[src/rtl/nt_pkg.sv]
// nt_pkg
// Shared definitions for the neurotransmitter level bank: default parameter
// values, the named channel indices, and the per-channel update action.
// No ports; this file is imported by nt_tick_divider and nt_level_bank.
package nt_pkg;

  localparam int NT_N_CH         = 5;
  localparam int NT_W            = 7;
  localparam int NT_HB_BASE      = 2;
  localparam int NT_STEP         = 4;
  localparam int NT_BASELINE     = 32;
  localparam int NT_DECAY_PERIOD = 4;

  // Channel positions inside the packed level vector.
  typedef enum int {
    CORTISOL       = 0,
    DOPAMINE       = 1,
    GABA           = 2,
    NOREPINEPHRINE = 3,
    SEROTONIN      = 4
  } nt_ch_e;

  // What a channel does on a model tick.
  typedef enum logic [1:0] {
    ACT_HOLD  = 2'd0,
    ACT_INC   = 2'd1,
    ACT_DEC   = 2'd2,
    ACT_DECAY = 2'd3
  } nt_act_e;

endpackage

[src/rtl/nt_tick_divider.sv]
// nt_tick_divider
// Produces a one-cycle enable pulse every 2^(HB_BASE+heartbeat) clocks.
// Ports:
//   clk       - single clock
//   rst_n     - synchronous active-low reset
//   heartbeat - tick rate select (0 = fastest)
//   tick      - one-cycle enable pulse on the last count of each period
module nt_tick_divider
  import nt_pkg::*;
#(
  parameter int HB_BASE = NT_HB_BASE
) (
  input  logic       clk,
  input  logic       rst_n,
  input  logic [1:0] heartbeat,
  output logic       tick
);

  localparam int CW = HB_BASE + 3;

  logic [CW-1:0] r_count;
  logic [1:0]    r_hbPrev;
  logic [CW-1:0] w_lastCount;
  logic          w_hbChange;
  logic          w_atLast;

  // The last count of a period is 2^(HB_BASE+heartbeat)-1, built as a mask
  // of ones. A heartbeat that differs from last cycle's value suppresses
  // the tick so the new rate always starts from a clean count of zero.
  always_comb begin
    w_lastCount = ~({CW{1'b1}} << (HB_BASE + int'(heartbeat)));
    w_hbChange  = (heartbeat != r_hbPrev);
    w_atLast    = (r_count == w_lastCount);
    tick        = rst_n && !w_hbChange && w_atLast;
  end

  // Heartbeat is captured even during reset so that releasing reset is not
  // mistaken for a rate change, keeping the first tick one full period out.
  always_ff @(posedge clk) begin
    if (!rst_n) begin
      r_count  <= '0;
      r_hbPrev <= heartbeat;
    end else begin
      r_hbPrev <= heartbeat;
      if (w_hbChange || w_atLast) begin
        r_count <= '0;
      end else begin
        r_count <= r_count + 1'b1;
      end
    end
  end

endmodule

[src/rtl/nt_level_bank.sv]
// nt_level_bank
// Bank of N_CH saturating levels nudged by inc/dec requests on each model
// tick, slowly decaying toward BASELINE, with a direct-write load port.
// Ports:
//   clk, rst_n            - clock, synchronous active-low reset
//   heartbeat             - tick rate select
//   inc, dec              - per-channel step requests, accumulated between ticks
//   freeze                - holds all levels and the decay counter
//   load_valid/ch/val     - direct write request; load_ready accepts it
//   load_err              - accepted load aimed at a channel that does not exist
//   tick                  - model tick pulse
//   level, level_q, sat   - packed levels, top two bits of each, saturation flags
module nt_level_bank
  import nt_pkg::*;
#(
  parameter int N_CH         = NT_N_CH,
  parameter int W            = NT_W,
  parameter int HB_BASE      = NT_HB_BASE,
  parameter int STEP         = NT_STEP,
  parameter int BASELINE     = NT_BASELINE,
  parameter int DECAY_PERIOD = NT_DECAY_PERIOD
) (
  input  logic              clk,
  input  logic              rst_n,
  input  logic [1:0]        heartbeat,
  input  logic [N_CH-1:0]   inc,
  input  logic [N_CH-1:0]   dec,
  input  logic              freeze,
  input  logic              load_valid,
  input  logic [3:0]        load_ch,
  input  logic [W-1:0]      load_val,
  output logic              load_ready,
  output logic              load_err,
  output logic              tick,
  output logic [N_CH*W-1:0] level,
  output logic [2*N_CH-1:0] level_q,
  output logic [N_CH-1:0]   sat
);

  localparam int             DCW        = (DECAY_PERIOD > 1) ? $clog2(DECAY_PERIOD) : 1;
  localparam logic [W:0]     STEP_X     = (W+1)'(STEP);
  localparam logic [W:0]     MAX_X      = {1'b0, {W{1'b1}}};
  localparam logic [W-1:0]   BASE_L     = W'(BASELINE);
  localparam logic [DCW-1:0] DECAY_LAST = DCW'(DECAY_PERIOD - 1);

  logic [W-1:0]    r_level [N_CH];
  logic [N_CH-1:0] r_pendInc;
  logic [N_CH-1:0] r_pendDec;
  logic [DCW-1:0]  r_decayCnt;

  logic            w_tick;
  logic            w_loadFire;
  logic            w_loadInRange;
  logic            w_decayWrap;
  logic [N_CH-1:0] w_incAll;
  logic [N_CH-1:0] w_decAll;
  nt_act_e         w_act       [N_CH];
  logic [W:0]      w_sumUp     [N_CH];
  logic [W:0]      w_diffDn    [N_CH];
  logic [W-1:0]    w_levelNext [N_CH];

  nt_tick_divider #(
    .HB_BASE (HB_BASE)
  ) u_tickDivider (
    .clk       (clk),
    .rst_n     (rst_n),
    .heartbeat (heartbeat),
    .tick      (w_tick)
  );

  // Loads are refused during the tick cycle so a write never collides with
  // a model update. The current cycle's requests are folded into the pending
  // view so that a request arriving in the tick cycle still counts.
  always_comb begin
    tick          = w_tick;
    load_ready    = rst_n && !w_tick;
    w_loadFire    = load_valid && load_ready;
    w_loadInRange = (int'(load_ch) < N_CH);
    load_err      = w_loadFire && !w_loadInRange;
    w_incAll      = r_pendInc | inc;
    w_decAll      = r_pendDec | dec;
    w_decayWrap   = (r_decayCnt == DECAY_LAST);
  end

  // Classify each channel for the coming tick. Conflicting requests cancel,
  // and only channels with no request at all are eligible for decay.
  always_comb begin
    for (int i = 0; i < N_CH; i++) begin
      w_act[i] = ACT_HOLD;
      if (w_incAll[i] && !w_decAll[i]) begin
        w_act[i] = ACT_INC;
      end else if (w_decAll[i] && !w_incAll[i]) begin
        w_act[i] = ACT_DEC;
      end else if (!w_incAll[i] && !w_decAll[i] && w_decayWrap) begin
        w_act[i] = ACT_DECAY;
      end
    end
  end

  // Next level per channel. Steps are computed one bit wider than the level
  // so overflow and borrow are visible and can be clamped instead of
  // wrapping. A load can only fire outside the tick cycle, so it never
  // competes with a tick update.
  always_comb begin
    for (int i = 0; i < N_CH; i++) begin
      w_sumUp[i]     = {1'b0, r_level[i]} + STEP_X;
      w_diffDn[i]    = {1'b0, r_level[i]} - STEP_X;
      w_levelNext[i] = r_level[i];
      if (w_tick && !freeze) begin
        case (w_act[i])
          ACT_INC: begin
            w_levelNext[i] = (w_sumUp[i] > MAX_X) ? {W{1'b1}} : w_sumUp[i][W-1:0];
          end
          ACT_DEC: begin
            w_levelNext[i] = w_diffDn[i][W] ? '0 : w_diffDn[i][W-1:0];
          end
          ACT_DECAY: begin
            if (r_level[i] < BASE_L) begin
              w_levelNext[i] = r_level[i] + 1'b1;
            end else if (r_level[i] > BASE_L) begin
              w_levelNext[i] = r_level[i] - 1'b1;
            end
          end
          default: begin
            w_levelNext[i] = r_level[i];
          end
        endcase
      end
      if (w_loadFire && w_loadInRange && (int'(load_ch) == i)) begin
        w_levelNext[i] = load_val;
      end
    end
  end

  // State registers. Pending requests clear on every tick even while frozen,
  // but the decay counter only advances on ticks that actually update levels.
  always_ff @(posedge clk) begin
    if (!rst_n) begin
      r_pendInc  <= '0;
      r_pendDec  <= '0;
      r_decayCnt <= '0;
      for (int i = 0; i < N_CH; i++) begin
        r_level[i] <= BASE_L;
      end
    end else begin
      if (w_tick) begin
        r_pendInc <= '0;
        r_pendDec <= '0;
        if (!freeze) begin
          r_decayCnt <= w_decayWrap ? '0 : r_decayCnt + 1'b1;
        end
      end else begin
        r_pendInc <= w_incAll;
        r_pendDec <= w_decAll;
      end
      for (int i = 0; i < N_CH; i++) begin
        r_level[i] <= w_levelNext[i];
      end
    end
  end

  // Outputs are pure functions of the level registers.
  always_comb begin
    for (int i = 0; i < N_CH; i++) begin
      level[i*W +: W]   = r_level[i];
      level_q[2*i +: 2] = r_level[i][W-1 -: 2];
      sat[i]            = (r_level[i] == '0) || (r_level[i] == '1);
    end
  end

endmodule

[config.mk]
export PLATFORM = sky130hd
export DESIGN_NAME = nt_level_bank
export DESIGN_NICKNAME = d
export VERILOG_FILES = /design/src/rtl/nt_pkg.sv /design/src/rtl/nt_tick_divider.sv /design/src/rtl/nt_level_bank.sv
export SDC_FILE = /design/constraint.sdc
export NUM_CORES = 1
export LEC_CHECK = 0
export ABC_CLOCK_PERIOD_IN_PS = 2600
export CORE_ASPECT_RATIO = 0.9
export CORE_UTILIZATION = 51
export DETAILED_ROUTE_END_ITERATION = 6
export GPL_TIMING_DRIVEN = 0
export HOLD_SLACK_MARGIN = 0.08
export PLACE_DENSITY = 0.79
export RECOVER_POWER = 50
export SLEW_MARGIN = 20
export SYNTH_ARGS = -nofsm -noshare
export SYNTH_HDL_FRONTEND = slang
export SYNTH_SLANG_ARGS = --single-unit
[constraint.sdc]
create_clock -name clk -period 2.6 [get_ports clk]
set_input_delay 0.39 -clock clk [delete_from_list [all_inputs] [get_ports clk]]
set_output_delay 0.39 -clock clk [all_outputs]
set_load 0.1 [all_outputs]
Word-level counts from Yosys, hierarchy flattened
Memories as Yosys holds them, arrays and structs flattened.
Index checks and enable logic that the tools add are counted.

storage, ports and cells
  register bits after elaboration = 19
  bits of input ports = 27
  bits in writable memories = 35
  memories = 1
  output and inout port bits = 53
  logic and storage cells = 202

operators by class
  shift operators = 1
  order comparisons = 16
  reduce and logical (&&, ||, !) cells = 61
  bitwise gates (word level) = 10
  mux-type cells = 58
  equal/unequal tests = 27
  $add $sub $neg = 23

memory list
  name     depth  bits a word  read ports  clocked after Yosys merged registers in  write ports  line                 RTL
  r_level  5      7            5           0                                        5            nt_level_bank.sv:46  logic [W-1:0] r_level [N_CH];

operators with widths
  kind                                                           count
  2-to-1 mux 7 bit                                               35
  one-hot mux 7 bit (3 select lines)                             5
  adder 7 x 3 -> 8 bit, second input constant                    5
  greater-than comparator 8 x 7 -> 1 bit, second input constant  5
  subtractor 7 x 3 -> 8 bit, second input constant               5
  adder 7 x 1 -> 7 bit, second input constant                    5
  equality test 7 bit, second input constant                     5
  greater-than comparator 7 x 6 -> 1 bit, second input constant  5
  logical NOT 7 bit                                              5
  < comparator 7 x 6 -> 1 bit, second input constant             5
  subtractor 7 x 1 -> 7 bit, second input constant               5
  logical AND 1 bit                                              32
  2-to-1 mux 2 bit                                               16
  left shift 5 x 32 -> 5 bit, first input constant               1
  equality test 2 bit, second input constant                     11
  logical NOT 1 bit                                              14
  equality test 2 x 1 -> 1 bit, second input constant            5
  bitwise OR 5 bit                                               2
  equality test 4 x 3 -> 1 bit, second input constant            2
  logical OR 1 bit                                               6
  adder 5 x 1 -> 5 bit, second input constant                    1
  equality test 5 bit                                            1
  NOT 5 bit                                                      1
  bitwise OR 1 bit                                               5
  other kinds (11)                                               14

Depth between registers and ports, before layout
Gate-level depths: netlist of run 1.

  depth after elaboration = 12
  mapped depth = 12
  depth with buffers taken out = 10

Modules after synthesis
A second synthesis of run 1 with hierarchy kept.

second synthesis, totals
  cells, all modules = 725
  area total of the unflattened synthesis = 5,589.1 sq um

by module, submodules not included
  module           instances  area an instance (sq um)  cells an instance  sequential area each (sq um)
  nt_level_bank    1          5,250.0                   693                940.9
  nt_tick_divider  1          339.1                     32                 140.1

Worst setup path after synthesis of run 1
No wires, ideal clock.

  kind = register to output
  start point = memory r_level[0][3] in the netlist's numbering
  end point = output sat[0]
  cell stages (with the launch flop) = 7
  data arrival time = 3.734 ns
  data required time = 2.210 ns
  slack = -1.524 ns
  buffers on the path = 1
  path through = dfxtp_1 > clkbuf_1 > inv_1 > ha_1 > inv_1 > or4_1 > o21ai_0

RTL lines
  what                line                 RTL
  start: declaration  nt_level_bank.sv:46
  end: declaration    nt_level_bank.sv:37  output logic [N_CH-1:0] sat

==> flow_metrics.env, run 1 <==
export IMPL_seq_power_share_pct=42.1
export IMPL_setup_reg_to_reg_worst_slack_ps=110
export IMPL_synth_xor_xnor_area_share_pct=3.581
export IMPL_r2r_depth=9
export IMPL_detail_route_iter0_violations=573
export IMPL_synth_fa_ha_area_share_pct=12.33
export IMPL_ys_seq_elements=54
export IMPL_tritoncts_num_sinks=54
export IMPL_syn_mean_instance_area_um2=7.431
export IMPL_nets=898
export IMPL_final_min_period_over_clock_period_pct=97.21
export IMPL_ys_warnings_count=0
export IMPL_leakage_uw=0.002705
export IMPL_clock_fmax_mhz=395.6
export IMPL_antenna_diode_count=0
export IMPL_rr_endpoint="r_level[0][12]$_SDFFE_PN1P_"
export IMPL_grt_first_pass_wirelength_um=27650
export IMPL_timing_rr_start="r_level[0][13]$_SDFFE_PN0P_"
export IMPL_clock_tree_root_cell="sky130_fd_sc_hd__clkbuf_16"
export IMPL_outcome="completed"
export IMPL_worst_slack_ps=72.43
export IMPL_asyncSetResetFlopFracSynth_pct=0
export IMPL_sw_frac_of_total_pct=32.75
export IMPL_hold_path_class="input pin to flop"
export IMPL_worstPathBufferInverterCount=3
export IMPL_timing_critical_path_fanout_max=10
export IMPL_cts_buffer_depth=2
export IMPL_finalHoldViolCount=0
export IMPL_worst_path_dominant_cell_family="buffers and inverters"
export IMPL_path_cells="clkbuf_1, inv_1, nor3_1, a21o_1, clkdlybuf4s18_2"
export IMPL_pin_count=80
export IMPL_worstHoldEndpoint="u_tickDivider.r_hbPrev[0]$_DFF_P_"
export IMPL_final_common_cell="sky130_fd_sc_hd__nor2_1"
export IMPL_cts_tree="built"
export IMPL_tightest_slew_ps=976.3
export IMPL_globalRouteOverflowTotal=0
export IMPL_cp_data_required_time_ps=2210
export IMPL_drc=0
export IMPL_count_of_input_and_output_buffers=77
export IMPL_cpMaxStageDelayCell="sky130_fd_sc_hd__clkdlybuf4s18_2"
export IMPL_netlist_cell_type_count=74
export IMPL_starting_density_of_the_core_pct=52.50
export IMPL_via_count=6083
export IMPL_worst_ir_drop_vdd_v=0.0003564
export IMPL_area_used_by_multi_input_combinational_logic_um2=4145
export IMPL_post_synth_instance_area_um2=5380
export IMPL_synth_ff_type="sky130_fd_sc_hd__dfxtp_1"
export IMPL_rows=35
export IMPL_critical_path_endpoint_type="primary output"
export IMPL_max_cap_viol_count=0
export IMPL_numCtsBuffers=5
export IMPL_final_fill_count=907
export IMPL_cts_hold_buffers=0
export IMPL_number_of_levels_the_h_tree_was_split_into=2
export IMPL_synth_mux_area_fraction_pct=2.047
export IMPL_die_w_um=110.3
export IMPL_route_detailed_vias_per_inst=6.396
export IMPL_clk_insertion_delay_late_ps=300
export IMPL_place_detailed_hpwl_um=12830
export IMPL_cts_clk_pin_slew_worst_paths_ps=70
export IMPL_grt_util_all_layers_pct=31.79
export IMPL_detail_route_antenna_nets=0
export IMPL_seqCellArea_um2=1124
export IMPL_critical_path_class="flop to primary output"
export IMPL_arrival_time_at_the_worst_endpoint_ps=2140
export IMPL_first_global_vias=5615
export IMPL_post_route_min_period_ps=2528
export IMPL_final_max_slew_violation_count=0
export IMPL_post_route_cells_drive_above_1_share_pct=17.40
export IMPL_startpoint_type="flop"
export IMPL_final_setup_viol_count=0
export IMPL_p_clk_share_pct=33.6
export IMPL_wl_per_cell_um=18.56
export IMPL_synth_top_family_by_area="compound AO/OA/AOI/OAI gates"
export IMPL_layout_cells_most_common_list="sky130_fd_sc_hd__nor2_1, sky130_fd_sc_hd__nand2_1, sky130_fd_sc_hd__a21oi_1, sky130_fd_sc_hd__inv_1, sky130_fd_sc_hd__o21ai_0"
export IMPL_max_slew_margin_rel_pct=34.06
export IMPL_total_routed_length_um=17650
export IMPL_first_pass_iters=5
export IMPL_number_of_enable_type_register_cells_in_the_synthesized_netlist=0
export IMPL_power_density_cell_area_nw_per_um2=299.5
export IMPL_p_int_uw=1388
export IMPL_core_area_um2=10250
export IMPL_syn2layout_area_growth_pct=28.07
export IMPL_combPwrFrac_pct=24.3
export IMPL_hold_depth=1
export IMPL_timing_clock_skew_ps=7.934
export IMPL_switching_pwr_uw=675.8
export IMPL_critical_path_max_stage_delay_ps=530
export IMPL_die_height_um=99.44
export IMPL_number_of_antenna_violations_at_the_first_check_in_global_routing=0
export IMPL_seq_area_frac_synth_pct=20.09
export IMPL_die_area_um2=10960
export IMPL_dp_slack_ps=-1735
export IMPL_yosys_area_share_simple_pct=26.14
export IMPL_total_power_uw=2064
export IMPL_synthesis_nets=801
export IMPL_gp_routability_congestion=0.9474
export IMPL_synth_cells=724
export IMPL_pin_count_of_the_biggest_net_entering_global_routing=18
export IMPL_worstHoldStart="heartbeat[0]"
export IMPL_synth_compound_area_share_pct=28.30
-- per-layer routing --
layer | vias up | track usage (%) | routed length [um]
li1 | 2870 | - | -
met5 | - | 0 | 0
met3 | 43 | 3.473 | 1175
met2 | 278 | 50.17 | 8004
met4 | 0 | 10.12 | 428
met1 | 2892 | 45.04 | 8041
-- synthesized netlist by cell type, types with 11 or more instances --
master | count | area, um^2
sky130_fd_sc_hd__o211ai_1 | 11 | 82.58
sky130_fd_sc_hd__mux2i_1 | 11 | 110.1
sky130_fd_sc_hd__nand2_1 | 65 | 244.0
sky130_fd_sc_hd__dfxtp_1 | 54 | 1081
sky130_fd_sc_hd__o21ai_0 | 42 | 210.2
sky130_fd_sc_hd__ha_1 | 45 | 563.0
sky130_fd_sc_hd__nor3_1 | 11 | 55.05
sky130_fd_sc_hd__buf_4 | 13 | 97.59
sky130_fd_sc_hd__nor2_1 | 76 | 285.3
sky130_fd_sc_hd__nand3_1 | 29 | 145.1
sky130_fd_sc_hd__inv_1 | 51 | 191.4
sky130_fd_sc_hd__xnor2_1 | 12 | 105.1
sky130_fd_sc_hd__a211oi_1 | 11 | 82.58
sky130_fd_sc_hd__a21oi_1 | 57 | 285.3
sky130_fd_sc_hd__clkbuf_1 | 24 | 90.09
sky130_fd_sc_hd__and3_1 | 12 | 75.07
sky130_fd_sc_hd__nand2b_1 | 13 | 81.33
sky130_fd_sc_hd__nand4_1 | 15 | 93.84
sky130_fd_sc_hd__a31oi_1 | 12 | 75.07
-- worst max path at each step --
stage                                      startpoint  cells past startpoint  slack, ps                     endpoint
final                     r_level[0][12]$_SDFFE_PN1P_                      5         70                       sat[1]
after global routing                           inc[3]                      8        -20  r_level[0][26]$_SDFFE_PN1P_
after CTS                  r_decayCnt[0]$_SDFFE_PN0P_                      9          1  r_level[0][12]$_SDFFE_PN1P_
after detailed placement                 heartbeat[1]                      8      -1740                     load_err
after global placement                   heartbeat[1]                      8      -1790                   load_ready
after floorplan            r_level[0][4]$_SDFFE_PN0P_                      3       -110                       sat[0]
-- repair_timing --
item	4_1_cts	5_1_grt
gates resized for setup	81	39
setup buffers	13	6
pin swaps	11	13
setup endpoints to repair	50	33
-- cell type report --
cell class	count	share of cell area, %
buffer	34	2.978
tap	129	2.342
clock inverter	2	0.2179
clock buffer	6	1.870
inverter	53	2.887
multi-input combinational	577	60.16
timing repair buffer	96	13.24
sequential	54	16.31
-- worst reg2reg max path, stage by stage, from the launching register on --
cell and delay, ps:
sky130_fd_sc_hd__dfxtp_2 380, sky130_fd_sc_hd__or2_2 390, sky130_fd_sc_hd__ha_1 300, sky130_fd_sc_hd__a21o_1 180, sky130_fd_sc_hd__a21oi_1 230, sky130_fd_sc_hd__nor2b_1 90, sky130_fd_sc_hd__mux2i_1 140, sky130_fd_sc_hd__a211oi_2 290
sky130_fd_sc_hd__a211oi_1 120, sky130_fd_sc_hd__a211o_1 270
-- registers in the layout, indices dropped and copies added (netlist names) --
| signal | flops |
|---|---|
| r_decayCnt | 2 |
| u_tickDivider.r_hbPrev | 2 |
| r_pendInc | 5 |
| u_tickDivider.r_count | 5 |
| r_level | 35 |
| r_pendDec | 5 |
-- power by group through the flow --
stage | Sequential (uW) | Clock, uW | Combinational, uW
2_1_floorplan | 919 | 0 | 274
3_3_place_gp | 881 | 0 | 450
3_5_place_dp | 881 | 0 | 459
4_1_cts | 866 | 689 | 473
5_1_grt | 872 | 726 | 537
6_report | 869 | 694 | 501
-- per-stage QoR --
step                hold slack [ps]  utilization, %  TNS [ps]  cells  cell area [um^2]
finish                        339.1           67.24         0    951              6890
global route                  347.5           67.24    -17.36    951              6890
CTS                           397.2           65.81         0    948              6744
detailed placement            481.7           62.53    -29000    930              6407
global placement              468.1           62.53    -28000    930              6407
floorplan                     417.7               -    -105.9    724              5475
-- cells by family (layout without fill, tap and decap cells) --
kind of cell,count (synthesis),after routing
DFF,54,54
adders and majority gates,50,50
and+or+nand+nor,271,271
muxes,11,11
buffers and inverters,93,191
xor gates and xnor gates,22,22
AOI/OAI and AO/OA,223,223
Power figures use the tool's default switching activity.
==> run 2: changes to the inputs <==
--- a/config.mk
+++ b/config.mk
@@ -9,6 +9,7 @@
 export CORE_ASPECT_RATIO = 0.9
 export CORE_UTILIZATION = 51
 export DETAILED_ROUTE_END_ITERATION = 6
+export GPL_ROUTABILITY_DRIVEN = 0
 export GPL_TIMING_DRIVEN = 0
 export HOLD_SLACK_MARGIN = 0.08
 export PLACE_DENSITY = 0.79
==> run 2 against run 1 <==
Clock power increased by 1%; combinational power shrank 1%; critical path type is now input pin to flop; total power is 0.10% higher; critical endpoint is now r_level[0][17]$_SDFFE_PN0P_; non-clock buffer count grew 5.
==> flow_metrics.env, run 2 (synthesis gave the netlist of run 1 again) <==
export IMPL_outcome="completed"
export IMPL_clock_fmax_mhz=394.3
export IMPL_timing_rr_start="r_decayCnt[0]$_SDFFE_PN0P_"
export IMPL_fin_worst_hold_slack_ps=316.1
export IMPL_cts_clk_pin_slew_worst_paths_ps=70
export IMPL_layout_cells_most_common_list="sky130_fd_sc_hd__nor2_1, sky130_fd_sc_hd__nand2_1, sky130_fd_sc_hd__a21oi_1, sky130_fd_sc_hd__inv_1, sky130_fd_sc_hd__o21ai_0"
export IMPL_die_w_um=110.3
export IMPL_finalHoldViolCount=0
export IMPL_startpoint_type="input pin"
export IMPL_seqCellArea_um2=1122
export IMPL_cts_hold_buffers=0
export IMPL_max_cap_viol_count=0
export IMPL_final_setup_viol_count=0
export IMPL_first_pass_iters=6
export IMPL_grt_first_pass_wirelength_um=27150
export IMPL_grt_util_all_layers_pct=30.95
export IMPL_starting_density_of_the_core_pct=52.50
export IMPL_pin_count_of_the_biggest_net_entering_global_routing=18
export IMPL_combPwrFrac_pct=23.9
export IMPL_tritoncts_num_sinks=54
export IMPL_wl_per_cell_um=18.06
export IMPL_critical_path_endpoint_type="flop"
export IMPL_final_min_period_over_clock_period_pct=97.54
export IMPL_cts_buffer_depth=2
export IMPL_cts_tree="built"
export IMPL_sw_frac_of_total_pct=33.23
export IMPL_total_routed_length_um=17270
export IMPL_timing_clock_skew_ps=8.348
export IMPL_final_fill_count=905
export IMPL_setup_reg_to_reg_worst_slack_ps=90
export IMPL_route_detailed_vias_per_inst=6.499
export IMPL_clk_insertion_delay_late_ps=300
export IMPL_clock_tree_root_cell="sky130_fd_sc_hd__clkbuf_16"
export IMPL_p_int_uw=1380
export IMPL_first_global_vias=5649
export IMPL_largest_reg_flops=35
export IMPL_worstHoldStart="heartbeat[1]"
export IMPL_worstPathBufferInverterCount=3
export IMPL_r2r_depth=9
export IMPL_count_of_input_and_output_buffers=77
export IMPL_number_of_levels_the_h_tree_was_split_into=2
export IMPL_path_cells="clkdlybuf4s50_1, nor2_2, buf_4, ha_1, and4bb_2, nor2_1, a311o_1, nor3_4, buf_6, nand4_1, o2111ai_1, o21ai_0"
export IMPL_critical_path_max_stage_delay_ps=500
export IMPL_core_area_um2=10250
export IMPL_rows=35
export IMPL_rr_endpoint="r_level[0][12]$_SDFFE_PN1P_"
export IMPL_final_max_slew_violation_count=0
export IMPL_drc=0
export IMPL_arrival_time_at_the_worst_endpoint_ps=2710
export IMPL_nets=903
export IMPL_numCtsBuffers=5
export IMPL_leakage_uw=0.002702
export IMPL_place_detailed_hpwl_um=12240
export IMPL_number_of_antenna_violations_at_the_first_check_in_global_routing=0
export IMPL_p_clk_share_pct=34.1
export IMPL_via_count=6213
export IMPL_tightest_slew_ps=984.6
export IMPL_timing_critical_path_fanout_max=4
export IMPL_pin_count=80
export IMPL_worstHoldEndpoint="u_tickDivider.r_hbPrev[1]$_DFF_P_"
export IMPL_syn2layout_area_growth_pct=28.21
export IMPL_detail_route_antenna_nets=0
export IMPL_post_route_cells_drive_above_1_share_pct=18.14
export IMPL_hold_path_class="input pin to flop"
export IMPL_regMostFlops="r_level"
export IMPL_antenna_diode_count=0
export IMPL_power_density_cell_area_nw_per_um2=299.5
export IMPL_die_height_um=99.44
export IMPL_seq_power_share_pct=42.0
export IMPL_die_area_um2=10960
export IMPL_final_common_cell="sky130_fd_sc_hd__nor2_1"
export IMPL_area_used_by_multi_input_combinational_logic_um2=4149
export IMPL_globalRouteOverflowTotal=0
export IMPL_cpMaxStageDelayCell="sky130_fd_sc_hd__clkdlybuf4s50_1"
export IMPL_switching_pwr_uw=686.5
export IMPL_cp_data_required_time_ps=2780
export IMPL_post_route_min_period_ps=2536
export IMPL_detail_route_iter0_violations=626
export IMPL_critical_path_class="input pin to flop"
export IMPL_worst_ir_drop_vdd_v=0.0003032
export IMPL_total_power_uw=2066
export IMPL_hold_depth=1
export IMPL_max_slew_margin_rel_pct=34.15
export IMPL_worst_path_dominant_cell_family="buffers and inverters"
run 2: what timing repair did:
action | CTS | global route
pin swaps | 9 | 18
buffers inserted | 14 | 11
gates resized for setup | 71 | 42
setup endpoints to repair | 48 | 39
run 2: final cells by class:
class | count | area share [%]
repair buffers | 102 | 13.51
flip-flops and latches | 54 | 16.27
plain buffers | 33 | 2.739
well taps | 129 | 2.340
multi-input cells | 577 | 60.15
clock buffers | 5 | 1.814
inverters | 53 | 2.884
clock inverters | 3 | 0.2902
run 2: power by group through the flow:
stage	registers [uW]	clock network [uW]	logic [uW]
finish	869	704	494
global route	871	728	527
CTS	866	701	465
detailed placement	881	0	453
global placement	880	0	443
floorplan	919	0	274
run 2: per-layer routing:
layer | GRT usage [%] | routed length (um) | vias to the layer above
li1 | - | - | 2872
met1 | 42.00 | 7155 | 2902
met5 | 0 | 0 | -
met4 | 11.84 | 454 | 0
met2 | 49.12 | 7989 | 388
met3 | 4.718 | 1666 | 51
run 2: worst max path at each step:
stage | startpoint | endpoint | slack [ps] | cells after the start
6_report | inc[2] | r_level[0][17]$_SDFFE_PN0P_ | 60 | 12
4_1_cts | r_level[0][3]$_SDFFE_PN0P_ | r_level[0][6]$_SDFFE_PN0P_ | -10 | 11
3_3_place_gp | heartbeat[1] | load_ready | -1660 | 8
2_1_floorplan | r_level[0][4]$_SDFFE_PN0P_ | sat[0] | -110 | 3
3_5_place_dp | heartbeat[1] | load_ready | -1720 | 8
5_1_grt | inc[2] | r_level[0][17]$_SDFFE_PN0P_ | -20 | 12
run 2: per-stage QoR:
step / instance area (um^2) / util, % / TNS, ps / std cells / setup slack [ps]
after detailed placement: 6407 / 62.53 / -27210 / 930 / -1716
after global placement: 6407 / 62.53 / -24130 / 930 / -1664
after global routing: 6898 / 67.31 / -53.91 / 956 / -19.40
final: 6898 / 67.31 / 0 / 956 / 64.00
after floorplan: 5475 / - / -105.9 / 724 / -105.9
after CTS: 6711 / 65.49 / -11.87 / 947 / -11.77
==> run 3: changes to the inputs <==
--- a/config.mk
+++ b/config.mk
@@ -7,12 +7,12 @@
 export LEC_CHECK = 0
 export ABC_CLOCK_PERIOD_IN_PS = 2600
 export CORE_ASPECT_RATIO = 0.9
-export CORE_UTILIZATION = 51
+export CORE_UTILIZATION = 40
 export DETAILED_ROUTE_END_ITERATION = 6
+export DONT_BUFFER_PORTS = 1
 export GPL_ROUTABILITY_DRIVEN = 0
 export GPL_TIMING_DRIVEN = 0
 export HOLD_SLACK_MARGIN = 0.08
-export PLACE_DENSITY = 0.79
 export RECOVER_POWER = 50
 export SLEW_MARGIN = 20
 export SYNTH_ARGS = -nofsm -noshare
==> run 3 against run 2 <==
Highest routed layer unchanged; worst setup slack worse by 110 ps; combinational power is 23% lower; first-iteration DRC count is 15% lower; the run now ends with setup timing left; count of clock-buffer cells in the layout is 1 higher.
==> flow_metrics.env, run 3 (synthesis gave the netlist of run 1 again) <==
export IMPL_cpMaxStageDelayCell="sky130_fd_sc_hd__o21ai_4"
export IMPL_clock_fmax_mhz=377.8
export IMPL_route_detailed_vias_per_inst=6.286
export IMPL_setup_worst_path_end="sat[0]"
export IMPL_arrival_time_at_the_worst_endpoint_ps=2260
export IMPL_setup_worst_path_start="r_level[0][3]$_SDFFE_PN0P_"
export IMPL_hold_path_class="input pin to flop"
export IMPL_first_pass_iters=5
export IMPL_detail_route_iter0_violations=531
export IMPL_tritoncts_num_sinks=54
export IMPL_via_count=5789
export IMPL_worst_ir_drop_vdd_v=0.0002303
export IMPL_clk_insertion_delay_late_ps=290
export IMPL_place_detailed_hpwl_um=12310
export IMPL_drc=0
export IMPL_startpoint_type="flop"
export IMPL_leakage_uw=0.002415
export IMPL_sw_frac_of_total_pct=31.20
export IMPL_regMostFlops="r_level"
export IMPL_cts_tree="built"
export IMPL_grt_util_all_layers_pct=24.26
export IMPL_globalRouteOverflowTotal=0
export IMPL_tightest_slew_ps=876.2
export IMPL_first_global_vias=5478
export IMPL_total_power_uw=1993
export IMPL_combPwrFrac_pct=19.1
export IMPL_max_cap_viol_count=0
export IMPL_total_routed_length_um=17120
export IMPL_final_common_cell="sky130_fd_sc_hd__nor2_1"
export IMPL_core_area_um2=12880
export IMPL_cp_data_required_time_ps=2210
export IMPL_layout_cells_most_common_list="sky130_fd_sc_hd__nor2_1, sky130_fd_sc_hd__nand2_1, sky130_fd_sc_hd__a21oi_1, sky130_fd_sc_hd__inv_1, sky130_fd_sc_hd__ha_1"
export IMPL_critical_path_class="flop to primary output"
export IMPL_rows=39
export IMPL_number_of_antenna_violations_at_the_first_check_in_global_routing=0
export IMPL_switching_pwr_uw=621.8
export IMPL_failed_checks="setup timing"
export IMPL_power_density_cell_area_nw_per_um2=309.9
export IMPL_largest_reg_flops=35
export IMPL_clock_tree_root_cell="sky130_fd_sc_hd__clkbuf_16"
export IMPL_cts_clk_pin_slew_worst_paths_ps=70
export IMPL_path_cells="buf_8, inv_4, ha_4, inv_2, or4_4, o21ai_4"
export IMPL_nets=833
export IMPL_max_slew_margin_rel_pct=40.82
export IMPL_starting_density_of_the_core_pct=41.76
export IMPL_die_height_um=112.0
export IMPL_setup_reg_to_reg_worst_slack_ps=70
export IMPL_timing_clock_skew_ps=5.109
export IMPL_r2r_depth=11
export IMPL_final_min_period_over_clock_period_pct=101.8
export IMPL_die_area_um2=13920
export IMPL_seq_power_share_pct=44.5
export IMPL_rr_endpoint="r_level[0][6]$_SDFFE_PN0P_"
export IMPL_timing_critical_path_fanout_max=4
export IMPL_cts_buffer_depth=2
export IMPL_final_setup_viol_count=1
export IMPL_post_route_cells_drive_above_1_share_pct=22.72
export IMPL_critical_path_max_stage_delay_ps=580
export IMPL_syn2layout_area_growth_pct=19.53
export IMPL_count_of_input_and_output_buffers=0
export IMPL_post_route_min_period_ps=2647
export IMPL_pin_count=80
export IMPL_p_clk_share_pct=36.4
export IMPL_wl_per_cell_um=18.59
export IMPL_worst_slack_ps=-47.21
export IMPL_pin_count_of_the_biggest_net_entering_global_routing=17
export IMPL_die_w_um=124.3
export IMPL_finalHoldViolCount=0
export IMPL_numCtsBuffers=5
export IMPL_critical_path_endpoint_type="primary output"
export IMPL_antenna_diode_count=0
export IMPL_setup_repair_after_global_routing_missed_its_margin="yes"
export IMPL_p_int_uw=1371
export IMPL_outcome="finished, violations left"
export IMPL_number_of_levels_the_h_tree_was_split_into=2
export IMPL_final_max_slew_violation_count=0
export IMPL_final_fill_count=1243
export IMPL_dp_slack_ps=-916.3
export IMPL_grt_first_pass_wirelength_um=28030
export IMPL_timing_rr_start="r_level[0][3]$_SDFFE_PN0P_"
export IMPL_detail_route_antenna_nets=0
-- run 3: final cells by class --
type,instances,area [um^2],share of cell area [%]
plain buffers,38,260.3,4.047
clock buffers,6,150.1,2.335
clock inverters,2,10.01,0.1556
inverters,53,216.5,3.366
multi-input cells,577,4200,65.31
flip-flops and latches,54,1195,18.58
well taps,164,205.2,3.191
repair buffers,27,193.9,3.016
-- run 3: critical path: cells and delay by family (launching register included) --
kind                       cells  cell delay, ps
buffers and inverters          3             250
AOI/OAI and AO/OA              1             580
adders and majority gates      1             120
DFF                            1             460
and+or+nand+nor                1             550
-- run 3: how the worst min path moves through the flow --
stage | from | end | cells past startpoint | slack (ps)
3_5_place_dp | heartbeat[1] | u_tickDivider.r_hbPrev[1]$_DFF_P_ | 0 | 420
4_1_cts | heartbeat[1] | u_tickDivider.r_hbPrev[1]$_DFF_P_ | 0 | 110
3_3_place_gp | heartbeat[1] | u_tickDivider.r_hbPrev[1]$_DFF_P_ | 0 | 420
2_1_floorplan | heartbeat[0] | u_tickDivider.r_hbPrev[0]$_DFF_P_ | 0 | 420
6_report | heartbeat[1] | u_tickDivider.r_hbPrev[1]$_DFF_P_ | 0 | 120
5_1_grt | heartbeat[1] | u_tickDivider.r_hbPrev[1]$_DFF_P_ | 0 | 100
-- run 3: stage by stage --
stage | setup TNS, ps | utilization (%) | std cells | hold slack (ps) | instance area [um^2]
after detailed placement | -10920 | 44.10 | 888 | 417.9 | 5682
after global placement | -10230 | 44.09 | 888 | 418.0 | 5680
after CTS | -50.46 | 48.08 | 915 | 109.6 | 6193
after global routing | -97.57 | 49.92 | 921 | 102.6 | 6431
final | -47.21 | 49.92 | 921 | 115.9 | 6431
after floorplan | -105.9 | - | 724 | 417.7 | 5475
-- run 3: timing repair --
| item | in CTS | in global routing |
|---|---|---|
| hold buffers | 0 | 0 |
| setup endpoints to repair | 41 | 35 |
| buffers inserted | 21 | 6 |
| gates cloned | 0 | 0 |
| gates resized for setup | 73 | 64 |
| pin swaps | 11 | 15 |
-- run 3: layer usage --
metal / routed length (um) / global-route usage, % / vias to the layer above
li1: - / - / 2740
met1: 7487 / 31.95 / 2732
met2: 7864 / 40.11 / 276
met3: 1341 / 4.194 / 41
met4: 425 / 8.193 / 0
met5: 0 / 0 / -
-- run 3: power by group through the flow --
stage / Sequential, uW / Combinational (uW) / Clock (uW)
after global placement: 925 / 333 / 0
after detailed placement: 925 / 339 / 0
after CTS: 890 / 357 / 742
after floorplan: 919 / 274 / 0
final: 887 / 380 / 726
after global routing: 890 / 416 / 784
